==> src/rtl/data_distributor_pkg.sv <==
// Shared definitions for the data distributor: FSM state encodings and a
// ceiling-log2 helper for sizing select fields from a channel count.
package data_distributor_pkg;

  localparam logic [1:0] ST_IDLE  = 2'd0;
  localparam logic [1:0] ST_ROUTE = 2'd1;
  localparam logic [1:0] ST_DROP  = 2'd2;

  // Smallest r such that 2**r >= value
  function automatic int dd_clog2(input int value);
    int r;
    r = 0;
    while ((1 << r) < value) begin
      r = r + 1;
    end
    return r;
  endfunction

endpackage

==> src/rtl/data_distributor_out_slot.sv <==
// One-entry valid/ready output register. A load always wins over a drain so a
// word can be replaced in the same cycle the sink takes the previous one.
module data_distributor_out_slot #(
  parameter int WIDTH = 8
) (
  input  logic             clk,
  input  logic             rst_n,
  input  logic             load,
  input  logic [WIDTH-1:0] din,
  input  logic             din_last,
  input  logic             drain,
  output logic [WIDTH-1:0] q,
  output logic             q_valid,
  output logic             q_last
);

  logic [WIDTH-1:0] data_r;
  logic             last_r;
  logic             valid_r;

  // Hold the buffered word; data and last only change on a load
  always_ff @(posedge clk) begin
    if (!rst_n) begin
      data_r  <= {WIDTH{1'b0}};
      last_r  <= 1'b0;
      valid_r <= 1'b0;
    end else if (load) begin
      data_r  <= din;
      last_r  <= din_last;
      valid_r <= 1'b1;
    end else if (drain) begin
      valid_r <= 1'b0;
    end else begin
      valid_r <= valid_r;
    end
  end

  assign q       = data_r;
  assign q_last  = last_r;
  assign q_valid = valid_r;

endmodule

==> src/rtl/data_distributor.sv <==
// Clocked 1-to-N packet demultiplexer. The route is taken from sel on the
// first beat of a packet and held until the last beat; packets that start
// with an out-of-range sel are swallowed whole and flagged with err.
module data_distributor
  import data_distributor_pkg::*;
#(
  parameter int WIDTH = 8,
  parameter int N_OUT = 4,
  parameter int SEL_W = 2
) (
  input  logic                   clk,
  input  logic                   rst_n,
  input  logic [WIDTH-1:0]       d,
  input  logic                   d_valid,
  input  logic                   d_last,
  output logic                   d_ready,
  input  logic [SEL_W-1:0]       sel,
  output logic [N_OUT*WIDTH-1:0] q,
  output logic [N_OUT-1:0]       q_valid,
  output logic [N_OUT-1:0]       q_last,
  input  logic [N_OUT-1:0]       q_ready,
  output logic [SEL_W-1:0]       active_sel,
  output logic                   busy,
  output logic                   err
);

  // Channel count widened by one bit so sel can be range-checked without overflow
  localparam logic [SEL_W:0] N_OUT_C = (SEL_W+1)'(N_OUT);

  logic [1:0]       state_r;
  logic [1:0]       state_nxt_s;
  logic [SEL_W-1:0] active_sel_r;
  logic             err_r;

  logic [SEL_W-1:0] tgt_s;
  logic             sel_ok_s;
  logic             drop_s;
  logic             tgt_qv_s;
  logic             tgt_qr_s;
  logic             d_ready_s;
  logic             accept_s;
  logic [N_OUT-1:0] load_s;

  // Pick the target channel and decide whether the current beat is discarded
  always_comb begin
    tgt_s    = active_sel_r;
    drop_s   = 1'b0;
    sel_ok_s = ({1'b0, sel} < N_OUT_C);
    if (state_r == ST_IDLE) begin
      tgt_s  = sel;
      drop_s = ~sel_ok_s;
    end else if (state_r == ST_DROP) begin
      drop_s = 1'b1;
    end else begin
      drop_s = 1'b0;
    end
  end

  // Ready mux over the target slot and per-slot load strobes
  always_comb begin
    tgt_qv_s = 1'b0;
    tgt_qr_s = 1'b0;
    for (int i = 0; i < N_OUT; i++) begin
      tgt_qv_s = tgt_qv_s | (q_valid[i] & (tgt_s == SEL_W'(i)));
      tgt_qr_s = tgt_qr_s | (q_ready[i] & (tgt_s == SEL_W'(i)));
    end
    d_ready_s = drop_s | ~tgt_qv_s | tgt_qr_s;
    accept_s  = d_valid & d_ready_s;
    for (int i = 0; i < N_OUT; i++) begin
      load_s[i] = accept_s & ~drop_s & (tgt_s == SEL_W'(i));
    end
  end

  // Packet framing FSM: IDLE opens a packet, ROUTE/DROP run until the last beat
  always_comb begin
    state_nxt_s = state_r;
    case (state_r)
      ST_IDLE: begin
        if (accept_s) begin
          if (d_last) begin
            state_nxt_s = ST_IDLE;
          end else if (sel_ok_s) begin
            state_nxt_s = ST_ROUTE;
          end else begin
            state_nxt_s = ST_DROP;
          end
        end else begin
          state_nxt_s = ST_IDLE;
        end
      end
      ST_ROUTE, ST_DROP: begin
        if (accept_s && d_last) begin
          state_nxt_s = ST_IDLE;
        end else begin
          state_nxt_s = state_r;
        end
      end
      default: begin
        state_nxt_s = ST_IDLE;
      end
    endcase
  end

  // State, latched route and error pulse registers
  always_ff @(posedge clk) begin
    if (!rst_n) begin
      state_r      <= ST_IDLE;
      active_sel_r <= {SEL_W{1'b0}};
      err_r        <= 1'b0;
    end else begin
      state_r <= state_nxt_s;
      err_r   <= accept_s & (state_r == ST_IDLE) & ~sel_ok_s;
      if (accept_s && (state_r == ST_IDLE) && sel_ok_s) begin
        active_sel_r <= sel;
      end else begin
        active_sel_r <= active_sel_r;
      end
    end
  end

  for (genvar gi = 0; gi < N_OUT; gi++) begin : g_slot
    data_distributor_out_slot #(
      .WIDTH (WIDTH)
    ) u_slot (
      .clk      (clk),
      .rst_n    (rst_n),
      .load     (load_s[gi]),
      .din      (d),
      .din_last (d_last),
      .drain    (q_ready[gi]),
      .q        (q[gi*WIDTH +: WIDTH]),
      .q_valid  (q_valid[gi]),
      .q_last   (q_last[gi])
    );
  end

  assign d_ready    = d_ready_s;
  assign active_sel = active_sel_r;
  assign busy       = (state_r != ST_IDLE);
  assign err        = err_r;

endmodule

==> config.mk <==
export PLATFORM = sky130hd
export DESIGN_NAME = data_distributor
export DESIGN_NICKNAME = d
export VERILOG_FILES = /design/src/rtl/data_distributor_pkg.sv /design/src/rtl/data_distributor_out_slot.sv /design/src/rtl/data_distributor.sv
export SDC_FILE = /design/constraint.sdc
export NUM_CORES = 1
export LEC_CHECK = 0
export CAP_MARGIN = 20
export CORE_ASPECT_RATIO = 0.8
export CORE_UTILIZATION = 48
export CTS_CLUSTER_SIZE = 28
export DETAILED_ROUTE_END_ITERATION = 16
export PLACE_DENSITY = 0.88
export SYNTH_ARGS = -nofsm -noshare
export SYNTH_HDL_FRONTEND = slang
export SYNTH_SLANG_ARGS = --single-unit
==> constraint.sdc <==
create_clock -name clk -period 2.8 [get_ports clk]
set_input_delay 0.28 -clock clk [delete_from_list [all_inputs] [get_ports clk]]
set_output_delay 0.28 -clock clk [all_outputs]
set_load 0.1 [all_outputs]
==> flow_summary.rst, run 1 <==
.. list-table::
   :header-rows: 1

   * - Metric
     - Value
   * - Resized cells post-CTS
     - 0
   * - Largest net degree at the start of global routing
     - 26
   * - Post-Route Skew
     - 0.00901 ns
   * - Final Critical Period
     - 2.16 ns
   * - CORE AREA
     - 3570 µm²
   * - # rows
     - 19
   * - Number of antenna violations at the first check in global routing
     - 0
   * - YS warnings
     - 0
   * - Actual transition at the worst max-transition pin
     - 0.708 ns
   * - Worst Reg-to-Reg Cells
     - 4
   * - Total die area
     - 4120 µm²
   * - First-pass DRT Iterations
     - 4
   * - HPWL Detailed
     - 2980 µm
   * - Share of final-layout standard cells stronger than drive strength 1
     - 0.259
   * - Status
     - complete, no violations
   * - Clock transition at path regs
     - 0.08 ns
   * - Data required time of the critical path
     - 2.52 ns
   * - Total Negative Setup Slacks
     - 0 ns
   * - Clock tree from TritonCTS
     - done
   * - Worst min path class
     - reg -> reg
   * - Post-synthesis cell type count
     - 22
   * - Final Routed Wirelength
     - 4060 µm
   * - Dominant combinational cell family by area after synthesis
     - multiplexers
   * - Setup Viol. Count Final
     - 0
   * - CP Class
     - reg -> out
   * - Maxcap violations
     - 0
   * - Worst vdd ir
     - 0.000434 V
   * - Area Growth Syn to Fin
     - 30.5%
   * - Number of hold buffers added after CTS
     - 0
   * - Number of buffers created by CTS
     - 5
   * - Most common cell after layout, fill and taps aside
     - sky130_fd_sc_hd__buf_4
   * - Post-synth EDFFs
     - 0
   * - Vias in the first global route
     - 1314
   * - Start point of the critical path
     - state_r[0]
   * - Total DRC errors in the routed layout
     - 0
   * - Chip width
     - 71.5 µm
   * - R2r endpoint
     - g_slot[2].u_slot.q[2]
   * - Count of input and output buffers
     - 61
   * - Post-route clock period utilization
     - 0.770
   * - Nets
     - 241
   * - Cell leakage power
     - 0.00118 µW
   * - Share of cell area taken by muxes after synthesis
     - 0.256
   * - Deepest clock path buffer count
     - 2
   * - Number of sinks on the clock net
     - 43
   * - Post-Syn Instances
     - 170
   * - Post-CTS Setup Repair Bufs
     - 0
   * - Average wire per cell in the routed design
     - 15.3 µm
   * - Slack of the worst reg-to-reg path
     - 0.75 ns
   * - Post-synthesis simple-gate area fraction
     - 0.180
   * - Mapped Avg Cell Area
     - 10.9 µm²
   * - Proportion of netlist area held by the largest area contributor
     - 0.464
   * - Overall power
     - 1480 µW
   * - RSZ-0062 raised after global routing
     - false
   * - Vias per cell
     - 5.19
   * - Sequential share of the synthesized area
     - 0.464
   * - Predominant post-synthesis flop cell
     - sky130_fd_sc_hd__dfxtp_1
   * - Mapped cell area
     - 1850 µm²
   * - Starting Density
     - 0.520
   * - Number of DRC markers after the initial detailed-route iteration
     - 119
   * - Area share of xor/xnor cells in the synthesized design
     - 0
   * - Overall via count from detail_route
     - 1380
   * - Arrival time of the worst setup path
     - 1.88 ns
   * - Flip-flop and latch count after synthesis
     - 43
   * - Final hold violations
     - 0
   * - IO Count
     - 63
   * - Hold Slack
     - 0.524 ns
   * - Asr flop ratio synth
     - 0
   * - Termination of the worst setup path
     - d_ready
   * - Antenna diode count
     - 0
   * - Total track usage
     - 0.210
   * - Die Y
     - 57.6 µm
   * - Clock network latency to the later pin of the worst-skew pair
     - 0.30 ns
   * - Number of inserted filler cells in the final layout
     - 285
   * - Top cells by area, synth
     - sky130_fd_sc_hd__dfxtp_1 (46%), sky130_fd_sc_hd__mux2i_1 (23%), sky130_fd_sc_hd__nor2b_1 (12%)
   * - Library cell with the largest summed area after synthesis
     - sky130_fd_sc_hd__dfxtp_1
   * - Final Slew Violations
     - 0
   * - Post-synthesis compound-gate area fraction
     - 0.0324
   * - Most used cells in the layout excluding fill and tap cells
     - sky130_fd_sc_hd__buf_4 (46), sky130_fd_sc_hd__dfxtp_1 (43), sky130_fd_sc_hd__mux2i_1 (42)
   * - Areal power density over the cells
     - 611 nW/µm²
   * - Antenna violation net count after detailed routing
     - 0
   * - Critical path launch point type
     - flip-flop
   * - Wire length of the first global-routing pass
     - 6470 µm
   * - Share of synthesized cell area in full adder, half adder and majority cells
     - 0
   * - Maximum level of the CTS H-tree
     - 2
   * - Maximum fanout encountered on the critical timing path
     - 7
   * - Buffer type at the clock tree root
     - sky130_fd_sc_hd__clkbuf_8
   * - Total nets after synthesis
     - 188
   * - Start of the worst register-to-register path
     - state_r[0]
   * - Slew Limit Headroom
     - 0.526
   * - Crit end category
     - output pin
   * - Last weighted congestion value of the routability-driven placer
     - 0.798
   * - Remaining Overflow, GRT
     - 0
   * - Achievable frequency
     - 464 MHz
## logic make-up (layout without fill, tap and decap cells)
family	Yosys count	in the layout
other cells	1	1
buf+inv	18	72
mux	46	46
flops	43	43
simple gates	54	54
compound gates	8	8
## stage by stage
step | util | worst slack [ns] | cells | instance area, µm²
finish | 0.679 | 0.644 | 266 | 2420
global placement | 0.655 | 0.614 | 258 | 2330
detailed placement | 0.655 | 0.565 | 258 | 2330
floorplan | - | 0.171 | 170 | 1870
CTS | 0.679 | 0.641 | 266 | 2420
global route | 0.679 | 0.554 | 266 | 2420
## layer usage
| layer | GRT usage | vias to the layer above | share of wire |
|---|---|---|---|
| met5 | 0 | - | 0 |
| met4 | 0.0840 | 0 | 0.015 |
| met3 | 0.0601 | 7 | 0.077 |
| met2 | 0.327 | 60 | 0.45 |
| met1 | 0.277 | 640 | 0.46 |
| li1 | - | 673 | - |
## Yosys cell counts, types with 2 or more instances
master and n:
sky130_fd_sc_hd__dfxtp_1 43, sky130_fd_sc_hd__mux2i_1 43, sky130_fd_sc_hd__nor2b_1 37, sky130_fd_sc_hd__buf_4 9, sky130_fd_sc_hd__nand2b_1 6, sky130_fd_sc_hd__a21boi_0 5, sky130_fd_sc_hd__clkbuf_1 4, sky130_fd_sc_hd__nand2_1 4
sky130_fd_sc_hd__buf_2 3, sky130_fd_sc_hd__buf_6 2, sky130_fd_sc_hd__mux2_2 2, sky130_fd_sc_hd__nand4_1 2
## worst max-delay path, stage by stage (launching register included)
cell and delay (ns):
sky130_fd_sc_hd__dfxtp_1 0.53, sky130_fd_sc_hd__mux2_2 0.43, sky130_fd_sc_hd__mux2i_1 0.30, sky130_fd_sc_hd__mux2i_4 0.13, sky130_fd_sc_hd__buf_12 0.19
## registers in the layout, indices dropped and copies added (netlist names)
register / cells
active_sel: 2
g_slot.u_slot.q: 32
g_slot.u_slot.q_last: 4
g_slot.u_slot.q_valid: 4
state_r: 1
## report_power, final
| part | total [µW] | internal (µW) | leakage [µW] | switching [µW] |
|---|---|---|---|---|
| logic | 432 | 124 | 0.000794 | 308 |
| registers | 662 | 641 | 0.000350 | 21.4 |
| clock network | 385 | 174 | 0.0000412 | 210 |
| total | 1480 | 939 | 0.00118 | 540 |
## layout make-up
type,instances,area (µm²),share of cell area
flip-flops and latches,43,861,0.356
repair buffers,64,536,0.221
clock buffers,6,72.6,0.0300
well taps,42,52.6,0.0217
multi-input cells,109,886,0.366
clock inverters,2,12.5,0.00517
## worst min path at each step
stage / from / endpoint / slack [ns] / cells past startpoint
after floorplan: sel[1] / active_sel[1] / 0.42 / 2
after global placement: g_slot[1].u_slot.q[6] / g_slot[1].u_slot.q[6] / 0.50 / 2
after detailed placement: g_slot[1].u_slot.q[0] / g_slot[1].u_slot.q[0] / 0.51 / 2
after CTS: active_sel[1] / active_sel[1] / 0.53 / 2
after global routing: active_sel[1] / active_sel[1] / 0.55 / 2
final: g_slot[0].u_slot.q[7] / g_slot[0].u_slot.q[7] / 0.52 / 2
Power figures use the tool's default switching activity.
==> inputs of run 2 (changes only) <==
--- a/config.mk
+++ b/config.mk
@@ -7,10 +7,10 @@
 export LEC_CHECK = 0
 export CAP_MARGIN = 20
 export CORE_ASPECT_RATIO = 0.8
-export CORE_UTILIZATION = 48
+export CORE_UTILIZATION = 45
 export CTS_CLUSTER_SIZE = 28
 export DETAILED_ROUTE_END_ITERATION = 16
-export PLACE_DENSITY = 0.88
+export PLACE_DENSITY = 0.83
 export SYNTH_ARGS = -nofsm -noshare
 export SYNTH_HDL_FRONTEND = slang
 export SYNTH_SLANG_ARGS = --single-unit
==> constraint.sdc (replaced) <==
create_clock -name clk -period 2.1 [get_ports clk]
set_input_delay 0.21 -clock clk [delete_from_list [all_inputs] [get_ports clk]]
set_output_delay 0.21 -clock clk [all_outputs]
set_load 0.1 [all_outputs]
==> run 2 against run 1 <==
Compared with the run above: critical path depth unchanged; combinational power up 34%; clock-buffer cell count did not move; sequential share of layout area fell by 1.0 points; core utilization is 3.3 points lower; flip-flop and latch count unchanged; final cell count grew 6.8%; register-to-register slack worse by 0.36 ns; non-clock buffer count up 6.
==> flow_summary.rst, run 2 (synthesized netlist as in run 1, its figures left out) <==
.. list-table::
   :header-rows: 1

   * - Metric
     - Value
   * - Status
     - complete, no violations
   * - R2r endpoint
     - active_sel[1]
   * - Areal power density over the cells
     - 828 nW/µm² (+35%)
   * - Average wire per cell in the routed design
     - 13.1 µm (-14%)
   * - Number of flip-flops under the largest register name
     - 32 (unchanged)
   * - Remaining Overflow, GRT
     - 0 (unchanged)
   * - Number of inserted filler cells in the final layout
     - 317 (+11%)
   * - CP Class
     - reg -> out
   * - RSZ-0062 raised after global routing
     - false
   * - Multi-input gate area in the final layout
     - 886 µm² (unchanged)
   * - Maximum fanout encountered on the critical timing path
     - 7 (unchanged)
   * - Fraction of power spent switching nets
     - 0.335 (-0.0298)
   * - Sw Pwr
     - 694 µW (+29%)
   * - First-pass DRT Iterations
     - 4 (unchanged)
   * - Setup Slack @ Placement
     - 0.148 ns (-0.417 ns)
   * - Start of the worst register-to-register path
     - state_r[0]
   * - Buffer type at the clock tree root
     - sky130_fd_sc_hd__clkbuf_8
   * - Most common cell after layout, fill and taps aside
     - sky130_fd_sc_hd__buf_4
   * - IO Count
     - 63 (unchanged)
   * - Total track usage
     - 0.189 (-0.0208)
   * - Slack of the worst reg-to-reg path
     - 0.39 ns (-0.36 ns)
   * - Final Routed Wirelength
     - 3730 µm (-8.2%)
   * - Number of antenna violations at the first check in global routing
     - 0 (unchanged)
   * - Standard cell with the maximum stage delay on the critical path
     - sky130_fd_sc_hd__dfxtp_2
   * - Internal power consumption
     - 1380 µW (+47%)
   * - Count of input and output buffers
     - 61 (unchanged)
   * - Arrival time of the worst setup path
     - 1.73 ns (-0.15 ns)
   * - Total buffers and inverters traversed by the critical path
     - 1 (unchanged)
   * - Start point of the critical path
     - state_r[0]
   * - Antenna violation net count after detailed routing
     - 0 (unchanged)
   * - Final Slew Violations
     - 0 (unchanged)
   * - Deepest clock path buffer count
     - 2 (unchanged)
   * - Final hold violations
     - 0 (unchanged)
   * - # rows
     - 20 (+1)
   * - Sequential share of power
     - 0.426 (-0.022)
   * - Clock tree from TritonCTS
     - done
   * - Count of cell instances traversed by the critical path
     - 4 (unchanged)
   * - Nets
     - 247 (+2.5%)
   * - Resized cells post-CTS
     - 0 (unchanged)
   * - Final Critical Period
     - 1.94 ns
   * - Share of final-layout standard cells stronger than drive strength 1
     - 0.288 (+0.0293)
   * - Cell leakage power
     - 0.00122 µW (+3.2%)
   * - Worst Reg-to-Reg Cells
     - 4 (unchanged)
   * - Clock transition at path regs
     - 0.08 ns (about the same)
   * - Critical path launch point type
     - flip-flop
   * - Total DRC errors in the routed layout
     - 0 (unchanged)
   * - Post-Route Skew
     - 0.00324 ns (-0.00577 ns)
   * - Die Y
     - 59.4 µm (+3.2%)
   * - Data required time of the critical path
     - 1.89 ns (-0.63 ns)
   * - Last weighted congestion value of the routability-driven placer
     - 0.747 (-6.4%)
   * - Clock network latency to the later pin of the worst-skew pair
     - 0.29 ns (about the same)
   * - CP top delay family
     - multiplexers
   * - HPWL Detailed
     - 2700 µm (-9.4%)
   * - Worst Hold End
     - active_sel[1]
   * - Starting Density
     - 0.478 (-0.0419)
   * - Number of buffers created by CTS
     - 5 (unchanged)
   * - Storage element area
     - 865 µm² (+0.44%)
   * - Cell count of the worst hold path
     - 2 (unchanged)
   * - Antenna diode count
     - 0 (unchanged)
   * - Number of DRC markers after the initial detailed-route iteration
     - 121 (+1.7%)
   * - Part of the total power dissipated in combinational logic
     - 0.280 (-0.012)
   * - Number of hold buffers added after CTS
     - 0 (unchanged)
   * - Maxcap violations
     - 0 (unchanged)
   * - Overall power
     - 2070 µW (+40%)
   * - Achievable frequency
     - 515 MHz
   * - Most used cells in the layout excluding fill and tap cells
     - sky130_fd_sc_hd__buf_4 (52), sky130_fd_sc_hd__mux2i_1 (42), sky130_fd_sc_hd__dfxtp_1 (40)
   * - Vias per cell
     - 4.75 (-8.4%)
   * - Wire length of the first global-routing pass
     - 6110 µm (-5.7%)
   * - Number of sinks on the clock net
     - 43 (unchanged)
   * - Chip width
     - 73.8 µm (+3.2%)
   * - Worst vdd ir
     - 0.000402 V (-7.3%)
   * - Total die area
     - 4380 µm² (+6.5%)
   * - Post-CTS Setup Repair Bufs
     - 0 (unchanged)
   * - Worst hold path startpoint
     - active_sel[1]
   * - CORE AREA
     - 3880 µm² (+8.8%)
   * - Least setup slack across all paths after layout
     - 0.158 ns (-0.485 ns)
   * - Share of the core filled with cells in the final layout
     - 0.645 (-0.0334)
   * - Area Growth Syn to Fin
     - 35.0%
   * - Overall via count from detail_route
     - 1349 (-2.2%)
   * - Delay of the slowest cell on the worst path
     - 0.43 ns (-0.10 ns)
   * - Setup Viol. Count Final
     - 0 (unchanged)
   * - Largest net degree at the start of global routing
     - 46 (+77%)
   * - Critical Path, Cell by Cell
     - mux2_2 > mux2i_1 > mux2i_4 > buf_12
   * - Crit end category
     - output pin
   * - Worst min path class
     - reg -> reg
   * - Share of power burned in the clock network
     - 0.293 (+0.033)
   * - Post-route clock period utilization
     - 0.925
   * - Maximum level of the CTS H-tree
     - 2 (unchanged)
   * - Vias in the first global route
     - 1248 (-5.0%)
[run 2: cell count changes in the layout (fill, tap and decap cells not counted)]
cell                         change
sky130_fd_sc_hd__bufinv_16       +1
sky130_fd_sc_hd__buf_4           +6
sky130_fd_sc_hd__dfxtp_1         -3
sky130_fd_sc_hd__clkinv_2        -1
sky130_fd_sc_hd__dfxtp_2         +3
sky130_fd_sc_hd__clkinvlp_4      -1
[run 2: worst max path at each step]
stage | to | slack [ns]
global placement | g_slot[3].u_slot.q[2] | 0.22
global route | d_ready | 0.09
CTS | d_ready | 0.15
finish | d_ready | 0.16
detailed placement | g_slot[3].u_slot.q[7] | 0.15
floorplan | d_ready | -0.13
[run 2: layer usage]
layer / vias to the layer above / part of all wire / track usage
li1: 677 / - / -
met1: 616 / 0.48 / 0.247
met2: 53 / 0.43 / 0.283
met3: 3 / 0.086 / 0.0799
met4: 0 / 0.0062 / 0.0577
met5: - / 0 / 0
[run 2: power groups by stage]
stage	clock [µW]	combinational (µW)	sequential, µW
final	608	581	883
after global routing	671	607	888
after CTS	625	584	883
after detailed placement	0	583	901
after global placement	0	580	901
after floorplan	0	228	1130
[run 2: final cells by class]
cell class	count	share of cell area
Clock buffer	6	0.0290
Clock inverter	1	0.0120
Multi-Input combinational cell	109	0.354
Timing Repair Buffer	70	0.232
Tap cell	55	0.0275
Sequential cell	43	0.345
[run 2: tightest hold or removal path: stages (launching register included)]
cell and delay [ns]:
sky130_fd_sc_hd__dfxtp_2 0.35, sky130_fd_sc_hd__nand2_1 0.06, sky130_fd_sc_hd__mux2i_1 0.06
[run 2: per-stage QoR]
stage / instances / hold WS [ns] / cell area [µm²] / TNS, ns
2_1_floorplan: 170 / 0.341 / 1870 / -0.133
3_3_place_gp: 277 / 0.477 / 2400 / 0
3_5_place_dp: 277 / 0.499 / 2400 / 0
4_1_cts: 284 / 0.510 / 2500 / 0
5_1_grt: 284 / 0.523 / 2500 / 0
6_report: 284 / 0.507 / 2500 / 0
==> inputs of run 3 (changes only) <==
--- a/config.mk
+++ b/config.mk
@@ -5,7 +5,7 @@
 export SDC_FILE = /design/constraint.sdc
 export NUM_CORES = 1
 export LEC_CHECK = 0
-export CAP_MARGIN = 20
+export CAP_MARGIN = 10
 export CORE_ASPECT_RATIO = 0.8
 export CORE_UTILIZATION = 45
 export CTS_CLUSTER_SIZE = 28
@@ -14,3 +14,4 @@
 export SYNTH_ARGS = -nofsm -noshare
 export SYNTH_HDL_FRONTEND = slang
 export SYNTH_SLANG_ARGS = --single-unit
+export TNS_END_PERCENT = 20
==> results of run 3 <==
No change in the layout: final DEF, timing and power equal those of run 2.
